## config.mk

```make
export PLATFORM = sky130hd
export DESIGN_NAME = angle_convert
export DESIGN_NICKNAME = d
export VERILOG_FILES = /design/src/rtl/angle_convert.sv
export SDC_FILE = /design/constraint.sdc
export NUM_CORES = 1
export LEC_CHECK = 0
export CAP_MARGIN = 20
export CORE_ASPECT_RATIO = 1.5
export CORE_MARGIN = 2
export CORE_UTILIZATION = 54
export DETAILED_ROUTE_END_ITERATION = 16
export PLACE_DENSITY = 0.73
export SYNTH_ARGS = -nofsm -noshare
export SYNTH_HDL_FRONTEND = slang
export SYNTH_SLANG_ARGS = --single-unit
```

## constraint.sdc

```tcl
create_clock -name clk -period 9.8 [get_ports clk]
set_input_delay 1.47 -clock clk [delete_from_list [all_inputs] [get_ports clk]]
set_output_delay 1.47 -clock clk [all_outputs]
set_load 0.05 [all_outputs]
```

## src/rtl/angle_convert.sv

```systemverilog
// Integer degrees to signed fixed-point radians, with optional reduction into [0,359].
// Valid/ready on both sides; one request in flight at a time.
module angle_convert #(
  parameter int INT_W  = 16,
  parameter int FRAC_W = 16,
  parameter int OUT_W  = 32
) (
  input  logic             clk,
  input  logic             rst_n,
  input  logic             in_valid,
  output logic             in_ready,
  input  logic [INT_W-1:0] in_deg,
  input  logic             in_wrap,
  output logic             out_valid,
  input  logic             out_ready,
  output logic [OUT_W-1:0] out_rad,
  output logic [INT_W-1:0] out_deg
);

  localparam int CNT_W    = $clog2(INT_W);
  localparam int MOD_W    = INT_W + 9;
  localparam int PROD_W   = INT_W + 3 * FRAC_W + 2;
  localparam int PI_Q     = $rtoi(3.141592653589793 * real'(2 ** FRAC_W) + 0.5);
  localparam int INV180_Q = ((2 ** FRAC_W) + 90) / 180;
  localparam longint K_L  = longint'(PI_Q) * longint'(INV180_Q);
  localparam logic signed [PROD_W-1:0] K_S = PROD_W'(K_L);

  typedef enum logic [1:0] {IDLE, REDUCE, SCALE, HOLD} state_t;

  state_t             state_q, state_d;
  logic [INT_W-1:0]   deg_q;
  logic               wrap_q;
  logic [INT_W-1:0]   rem_q, rem_d;
  logic [CNT_W-1:0]   cnt_q;
  logic [OUT_W-1:0]   rad_q, rad_d;
  logic [INT_W-1:0]   odeg_q;
  logic               valid_q;

  logic               accept;
  logic               hold_done;
  logic [INT_W-1:0]   abs_in;
  logic [MOD_W-1:0]   sub_val;
  logic [MOD_W-1:0]   rem_ext;
  logic [8:0]         r_fix;
  logic [INT_W-1:0]   d;
  logic signed [PROD_W-1:0] d_ext;
  logic signed [PROD_W-1:0] prod;

  assign accept    = in_valid && in_ready;
  assign hold_done = valid_q && out_ready;

  // Unsigned magnitude so that the most negative input reduces correctly
  assign abs_in = in_deg[INT_W-1] ? (-in_deg) : in_deg;

  always_comb begin
    sub_val = MOD_W'(360) << cnt_q;
    rem_ext = MOD_W'(rem_q);
    rem_d   = rem_q;
    if (rem_ext >= sub_val) begin
      rem_d = INT_W'(rem_ext - sub_val);
    end
  end

  always_comb begin
    r_fix = rem_q[8:0];
    if (deg_q[INT_W-1] && (rem_q != '0)) begin
      r_fix = 9'd360 - rem_q[8:0];
    end
    d = wrap_q ? INT_W'(r_fix) : deg_q;
  end

  // Product is wide enough that the shift by FRAC_W before the multiply loses nothing
  always_comb begin
    d_ext = PROD_W'($signed(d));
    prod  = (d_ext <<< FRAC_W) * K_S;
    rad_d = OUT_W'(prod >>> (2 * FRAC_W));
  end

  always_ff @(posedge clk or negedge rst_n) begin
    if (!rst_n) begin
      state_q <= IDLE;
    end else begin
      state_q <= state_d;
    end
  end

  always_comb begin
    state_d = state_q;
    unique case (state_q)
      IDLE:    if (accept) state_d = in_wrap ? REDUCE : SCALE;
      REDUCE:  if (cnt_q == '0) state_d = SCALE;
      SCALE:   state_d = HOLD;
      HOLD:    if (hold_done) state_d = IDLE;
      default: state_d = IDLE;
    endcase
  end

  always_comb begin
    in_ready  = (state_q == IDLE) && rst_n;
    out_valid = valid_q;
    out_rad   = rad_q;
    out_deg   = odeg_q;
  end

  // valid_q lags entry into HOLD by one edge; results stay put after the handshake
  always_ff @(posedge clk or negedge rst_n) begin
    if (!rst_n) begin
      deg_q   <= '0;
      wrap_q  <= 1'b0;
      rem_q   <= '0;
      cnt_q   <= '0;
      rad_q   <= '0;
      odeg_q  <= '0;
      valid_q <= 1'b0;
    end else begin
      if (accept) begin
        deg_q  <= in_deg;
        wrap_q <= in_wrap;
        rem_q  <= abs_in;
        cnt_q  <= CNT_W'(INT_W - 1);
      end
      if (state_q == REDUCE) begin
        rem_q <= rem_d;
        if (cnt_q != '0) begin
          cnt_q <= cnt_q - CNT_W'(1);
        end
      end
      if (state_q == SCALE) begin
        rad_q  <= rad_d;
        odeg_q <= d;
      end
      valid_q <= (state_q == HOLD) && !hold_done;
    end
  end

endmodule

```

# Yosys cells after proc, flatten, opt, wreduce, memory -nomap -nowiden
# Cells that the tools add are included.
dict set report word_totals {
  register_bits 88
  inputBits 21
  output_inout_bits 50
  wordCells 49
}
dict set report op_classes {
  add_sub_neg 4
  mul 1
  n_lt_le_gt_ge 1
  eq_ne 7
  shift 1
  muxes 14
  reduce_logical 13
}
# cell n
set op_table {}
lappend op_table {{16-bit 2-to-1 mux} 5}
lappend op_table {{16-bit by 26-bit multiplier with 42-bit output, second input constant} 1}
lappend op_table {{16-bit by 25-bit >= comparator with 1-bit output} 1}
lappend op_table {{9-bit by 4-bit << shifter with 25-bit output, first input constant} 1}
lappend op_table {{16-bit negation} 1}
lappend op_table {{16-bit nonzero test} 1}
lappend op_table {{16-bit subtractor} 1}
lappend op_table {{4-bit 2-to-1 mux} 3}
lappend op_table {{9-bit 2-to-1 mux} 1}
lappend op_table {{9-bit subtractor, first input constant} 1}
lappend op_table {{2-bit 2-to-1 mux} 4}
lappend op_table {{2-bit != test, second input constant} 4}
lappend op_table {{2-bit case mux with 4 select lines} 1}
lappend op_table {{1-bit logical AND} 5}
lappend op_table {{2-bit == test, second input constant} 2}
lappend op_table {{4-bit logical NOT} 1}
lappend op_table {{4-bit nonzero test} 1}
lappend op_table {{4-bit by 1-bit subtractor with 4-bit output, second input constant} 1}
lappend op_table {{3-bit AND reduction} 1}
lappend op_table {{2-bit by 1-bit == test with 1-bit output, second input constant} 1}
lappend op_table {{2-bit logical NOT} 1}
lappend op_table {{2-bit AND reduction} 1}
lappend op_table {{2-bit nonzero test} 1}
lappend op_table {{1-bit logical NOT} 1}

# Longest topological paths before layout
# Gate-level depths: netlist of run 1.
dict set report logic_depth {
  ltp_word 6
  mapped_depth 31
  depth_no_buf 30
}

# Least setup slack after synthesis of run 1
# No wires, ideal clock.
dict set report synth_path {
  kind {reg2reg}
  startpoint {register rem_q[1]}
  endpoint {register rad_q[21] (netlist: out_rad[21])}
  setup_ps 133
  t_arrival_ps 7331
  required_ps 9667
  setup_slack_ps 2336
  path_stages_with_launch 28
  n_path_buf 1
  period_less_slack_ps 7464
  cell_sequence {dfrtp_1 > inv_1 > ha_1 > nand2b_1 > nor3_1 > a41oi_1 > nand2_1 > xnor2_1 > a21oi_1 > inv_1 > fa_1 > inv_1 > ha_1 > fa_1 > fa_1 > fa_1 > inv_1 > fa_1 > inv_1 > ha_1 > buf_2 > nand4_1 > or4_1 > nor2_2 > o21ai_2 > a2111oi_4 > o21a_1 > o31ai_2}
}
dict set report synth_between {
  elab_chain_len 5
  word_cells_on_any_way 6
  classes_between {1 x add/sub; 1 x mul; 2 x mux; 2 x reduce/logical}
}
# item line
set synth_rtl {}
lappend synth_rtl {{start: declaration} 33} ;# logic [INT_W-1:0] rem_q, rem_d;
lappend synth_rtl {{start signal: assignment} 119} ;# rem_q <= abs_in;
lappend synth_rtl {{start signal: assignment} 123} ;# rem_q <= rem_d;
lappend synth_rtl {{branches (longest 2 deep; another with 9-bit subtractor)} --}
lappend synth_rtl {{9-bit 2-to-1 mux *} 66} ;# if (deg_q[INT_W-1] && (rem_q != '0)) begin
lappend synth_rtl {{16-bit 2-to-1 mux *} 69} ;# d = wrap_q ? INT_W'(r_fix) : deg_q;
lappend synth_rtl {{via d[4]} 45} ;# logic [INT_W-1:0] d;
lappend synth_rtl {{16-bit by 26-bit multiplier with 42-bit output *} 75} ;# prod = (d_ext <<< FRAC_W) * K_S;
lappend synth_rtl {{end signal: assignment} 129} ;# rad_q <= rad_d;
lappend synth_rtl {{end: declaration} 35} ;# logic [OUT_W-1:0] rad_q, rad_d;
# Mark *: on every way through the listed nets, which the timed path passes.
# A chain may end at the register's enable or synchronous reset.

# Worst setup path after layout of run 1
dict set report layout_path {
  startpoint {register rem_q[0]}
  endpoint {register rad_q[21] (netlist: out_rad[21])}
}
# The elaborated chain is that of the path after synthesis.

==> results.json, run 1 <==
{
  "synth_cell_types": 75,
  "post_cts.repair.setup_buffers": 0,
  "reg2reg_slack_ns": 1.68,
  "synth-main-ff-cell": "dfrtp_1",
  "hp-class": "reg2reg",
  "path_class": "reg2reg",
  "gr-total-overflow": 0,
  "setup_viol_count_final": 0,
  "syn_avg_cell_area_um2": 9.75,
  "synth_area_leaders": "ha_1, fa_1, dfrtp_1, inv_1, mux2_2",
  "tightest_slew_ns": 0.941,
  "arrival_ns": 8.39,
  "endpoint_kind": "flip-flop",
  "routabilityCongestion": 0.954,
  "antennaDiodeCount": 0,
  "reg2reg_to": "out_rad[21]",
  "ys_ff_latch": 84,
  "io_pins": 71,
  "grt_use_total_pct": 25.6,
  "dp.cells": 1492,
  "syn2layout_area_growth_pct": 10.8,
  "core_um2": 21000,
  "die_area_um2": 22500,
  "period_minus_slack_ns": 8.12,
  "ant_nets": 0,
  "synth_edf_count": 0,
  "netlist_instances": 1178,
  "rr_startpoint": "rem_q[0]",
  "synth_nets": 1519,
  "cts.clk_slew.worst_paths_ns": 0.07,
  "rows": 65,
  "grt_max_degree": 56,
  "vias": 8624,
  "die_y_um": 183,
  "grt_pass1_vias": 8877,
  "io_buffer_count": 70,
  "synth_top_family_by_area": "adder cells",
  "clock_sinks": 84,
  "critPathMaxFanout": 8,
  "cts_hold_buf": 0,
  "skew_ns": 0.0114,
  "ys_seq_area_share_pct": 18.3,
  "start_util_pct": 54.8,
  "vias_per_cell": 5.72,
  "cts_buffers": 9,
  "synth_top_area_share_pct": 22.1,
  "synth_simple_gate_area_share_pct": 9.32,
  "ff2ff_path_depth": 26,
  "status": "completed",
  "wl_per_cell_um": 18.2,
  "synth-warning-count": 0,
  "rsz0062_at_grt": "false",
  "finalNonFillerCells": 1508,
  "whs_ns": 0.492,
  "htree_levels": 3,
  "cts_buffer_depth": 2,
  "drv_cap": 0,
  "cp-startpoint": "rem_q[0]",
  "fin_crit_sh_pct": 82.9,
  "drive_above_1_share_pct": 8.06,
  "post-route-drc-count": 0,
  "die_w_um": 123,
  "clk-insertion-delay-late_ns": 0.37,
  "drt_iter0_drc": 444,
  "grt_pass1_wl_um": 44200,
  "critPathRequiredTime_ns": 10.07,
  "antenna_found_initial": 0,
  "slew_violations": 0,
  "fin_tns_setup_ns": 0,
  "hold_violations": 0,
  "muxShareOfSynthArea_pct": 6.48,
  "dpl.hpwl_um": 22800,
  "final_util_pct": 60.7,
  "fmax_mhz": 123,
  "n_fill_cell": 1821,
  "root_buffer": "clkbuf_16",
  "slew_headroom_pct": 37.3,
  "nNetsFinal": 1576,
  "cts_resized": 0,
  "crit_path_end": "out_rad[21]",
  "cts_tree": "built",
  "synth-compound-area-share_pct": 11.4,
  "first_pass_iters": 5,
  "async_flop_share_pct": 100,
  "synth_top_area_cell": "ha_1",
  "synth_xor_area_share_pct": 3.35,
  "synthAdderAreaFrac_pct": 42.5,
  "wirelength_um": 27500,
  "syn_area_um2": 11500,
  "start_kind": "flip-flop"
}
## cell usage after synthesis, drive strengths merged (3+ instances only)
cell type / n
a211oi: 5
a21o: 18
a21oi: 49
a31o: 4
a31oi: 10
and2: 3
and3: 5
and4: 3
buf: 14
clkbuf: 20
dfrtp: 84
fa: 117
ha: 203
inv: 222
mux2: 56
mux2i: 11
nand2: 53
nand2b: 18
nand3: 15
nand3b: 3
nand4: 10
nand4b: 3
nor2: 49
nor2b: 9
nor3: 19
nor4: 5
o21a: 12
o21ai: 51
o21bai: 7
o2bb2ai: 3
o311ai: 3
o31ai: 7
o41ai: 3
or2: 5
or3: 4
xnor2: 22
xor2: 22
## routing by layer
layer  track usage, %  routed length [µm]
met4             14.0                1490
met5                0                   0
met1             29.1               10400
met2             45.8               14900
met3             3.00                 714
## registers in the layout (all words and copies together) (netlist names)
name and flops:
out_rad 28, deg_q 16, out_deg 16, rem_q 16
cnt_q 4, state_q 2, out_valid 1, wrap_q 1
## final cells by class
type,instances,area [µm²],share of cell area [%]
Clock buffer,9,225,1.77
Clock inverter,7,63.8,0.501
Inverter,222,833,6.55
Multi-Input combinational cell,838,8390,66.0
Sequential cell,84,2100,16.5
Tap cell,268,335,2.63
Timing Repair Buffer,80,773,6.08
## cell usage in the layout (no fill, tap or decap), types with 5 or more instances in the layout
master	count
inv_1	222
ha_1	202
fa_1	117
dfrtp_1	84
clkdlybuf4s50_1	69
nand2_1	53
mux2_2	52
a21oi_1	49
nor2_1	48
o21ai_0	45
xnor2_1	22
xor2_1	22
nor3_1	19
nand2b_1	18
a21o_1	18
nand3_1	15
o21a_1	12
buf_4	11
mux2i_1	10
nand4_1	10
nor2b_1	9
a31oi_1	9
clkbuf_16	9
o21bai_1	6
o31ai_1	6
or2_2	5
and3_1	5
a211oi_1	5
## through the flow
step	cell area [µm²]	setup WS [ns]
after floorplan	11500	2.34
after global placement	12400	1.94
after detailed placement	12400	1.71
after CTS	12700	1.66
after global routing	12700	1.24
final	12700	1.68
## kinds of logic after synthesis
kind of cell | after synthesis
xor+xnor | 44
fa+ha+maj | 320
buf+inv | 256
mux | 67
compound gates | 196
flops | 84
simple gates | 211
## critical path: stages, from the launching register on
cell and delay, ns:
dfrtp_1 0.40, inv_1 0.08, ha_1 0.21, nand2b_1 0.13, nor3_1 0.06, a41oi_1 0.54, nand2_1 0.14, xnor2_1 0.16
a21oi_1 0.56, inv_1 0.15, fa_1 0.70, inv_1 0.07, ha_1 0.32, fa_1 0.56, fa_1 0.46, fa_1 0.55
inv_1 0.05, fa_1 0.53, inv_1 0.04, ha_1 0.42, nand4_1 0.19, or4_1 0.57, nor2_2 0.23, o21ai_2 0.13
a2111oi_4 0.49, nor3_1 0.11, o31ai_2 0.20
## how the worst min path moves through the flow
stage | startpoint | slack (ns) | end | cells past startpoint
2_1_floorplan | deg_q[1] | 0.45 | deg_q[1] | 2
4_1_cts | out_rad[0] | 0.50 | out_rad[0] | 2
3_5_place_dp | out_rad[12] | 0.48 | out_rad[12] | 1
5_1_grt | out_deg[12] | 0.52 | out_deg[12] | 1
3_3_place_gp | deg_q[1] | 0.47 | deg_q[1] | 2
6_report | out_rad[15] | 0.49 | out_rad[15] | 2
Power of run 1 is left out: the tool's default activity adds up to more than one toggle a clock period on the data nets, which glitch-free logic cannot reach.
==> inputs of run 2 (changes only) <==
clock period = 7.9 ns   (was 9.8 ns; I/O delays follow)
==> results.json, run 2 (synthesis gave the netlist of run 1 again) <==
{
  "io_buffer_count": 70,
  "n_fill_cell": 1823,
  "first_pass_iters": 5,
  "fin_tns_setup_ns": 0,
  "period_minus_slack_ns": 7.47,
  "slowest_delay_ns": 0.65,
  "die_y_um": 183,
  "wl_per_cell_um": 18.4,
  "fmax_mhz": 134,
  "hold_violations": 0,
  "ff2ff_path_depth": 26,
  "htree_levels": 3,
  "cp_num_cells": 26,
  "cts_buffer_depth": 2,
  "hp-class": "reg2reg",
  "crit_slowest_cell": "fa_1",
  "layout_common_cells": "inv_1, ha_1, fa_1",
  "clock_sinks": 84,
  "critPathMaxFanout": 8,
  "die_area_um2": 22500,
  "cts.clk_slew.worst_paths_ns": 0.07,
  "syn2layout_area_growth_pct": 11.5,
  "clk-insertion-delay-late_ns": 0.36,
  "cts_buffers": 9,
  "vias_per_cell": 5.64,
  "vias": 8553,
  "grt_pass1_wl_um": 45200,
  "rr_startpoint": "rem_q[0]",
  "antenna_found_initial": 0,
  "endpoint_kind": "flip-flop",
  "grt_use_total_pct": 26.4,
  "rows": 65,
  "routabilityCongestion": 1.02,
  "root_buffer": "clkbuf_16",
  "antennaDiodeCount": 0,
  "tightest_slew_ns": 0.996,
  "path_class": "reg2reg",
  "gr-total-overflow": 0,
  "hold_path_depth": 1,
  "start_util_pct": 54.8,
  "ant_nets": 0,
  "grt_max_degree": 55,
  "path_buf_inv": 5,
  "skew_ns": 0.00829,
  "status": "completed",
  "fin_crit_sh_pct": 94.5,
  "slew_violations": 0,
  "final_common_cell": "inv_1",
  "rsz0062_at_grt": "false",
  "critPathRequiredTime_ns": 8.18,
  "start_kind": "flip-flop",
  "die_w_um": 123,
  "drt_iter0_drc": 363,
  "io_pins": 71,
  "whs_ns": 0.494,
  "drive_above_1_share_pct": 8.73,
  "wirelength_um": 27800,
  "finalNonFillerCells": 1517,
  "cts_tree": "built",
  "dp.cells": 1500,
  "largest_reg_flops": 28,
  "grt_pass1_vias": 9119,
  "core_um2": 21000,
  "hold_path.startpoint": "out_rad[12]",
  "drv_cap": 0,
  "post-route-drc-count": 0,
  "arrival_ns": 7.74,
  "setup_viol_count_final": 0,
  "nNetsFinal": 1585,
  "cp-startpoint": "rem_q[0]",
  "crit_family": "adder cells",
  "slew_headroom_pct": 33.4,
  "dpl.hpwl_um": 23500
}
run 2: changes by cell type in the layout (fill, tap and decap cells not counted), sizes merged:
| cell | before | now |
|---|---|---|
| clkinv | 0 | 3 |
| buf | 11 | 20 |
| clkbuf | 9 | 10 |
| inv | 227 | 223 |
| bufinv | 0 | 1 |
| clkinvlp | 2 | 1 |
run 2: what timing repair did:
action,in CTS,in global routing
gates resized for setup,0,1
endpoints found under the setup margin,0,6
hold endpoints to repair,0,0
buffers inserted,0,1
hold buffers,0,0
run 2: metrics by stage:
step           worst slack, ns  utilization (%)  cell area [µm²]
4_1_cts                  0.145             61.0            12800
3_5_place_dp             0.168             59.6            12500
5_1_grt                0.00372             61.1            12800
3_3_place_gp             0.417             59.6            12500
6_report                 0.433             61.1            12800
2_1_floorplan            0.436                -            11500
run 2: cell type report:
type                    instances  area [µm²]  area share, %
well taps                     268         335           2.62
clock inverters                 6        72.6          0.566
multi-input cells             838        8400           65.6
flip-flops and latches         84        2100           16.4
repair buffers                 89         841           6.56
clock buffers                  10         229           1.79
inverters                     222         833           6.50
run 2: path summary, 6_finish.rpt:
check / endpoint / slack [ns]
max in group asynchronous: deg_q[7] / 6.07
worst min register to register: out_rad[12] / 0.49
worst max-delay path: out_rad[26] / 0.43
min in group asynchronous: out_rad[24] / 0.77
worst min-delay path: out_rad[12] / 0.49
worst max register to register: out_rad[26] / 0.43
run 2: worst reg2reg max path, stage by stage (launching register included):
cell and delay (ns):
dfrtp_1 0.41, inv_1 0.10, ha_1 0.18, nand2b_1 0.11, nor3_1 0.21, a41oi_2 0.24, nand2_1 0.15, xor2_1 0.07
a21oi_1 0.19, inv_1 0.14, fa_1 0.65, inv_1 0.08, ha_1 0.32, fa_1 0.58, fa_1 0.46, fa_1 0.56
inv_1 0.06, fa_1 0.53, inv_1 0.04, ha_1 0.42, nand4_1 0.18, or4_1 0.57, nor2_2 0.22, o21ai_2 0.12
a2111oi_4 0.48, o21ai_1 0.13, a22oi_1 0.19
run 2: layer usage:
metal	up-vias	share of wire (%)	track usage, %
met5	-	0	0
met4	0	7.0	17.1
met3	87	2.5	3.50
met2	163	53	46.6
met1	4218	38	29.2
li1	4085	-	-
Power of run 2 is left out for the same reason.
==> inputs of run 3 (changes only) <==
SKIP_CTS_REPAIR_TIMING = 1   (was unset)
==> results of run 3 <==
No change in the layout: final DEF, timing and power equal those of run 2.
Power of run 3 is left out for the same reason.
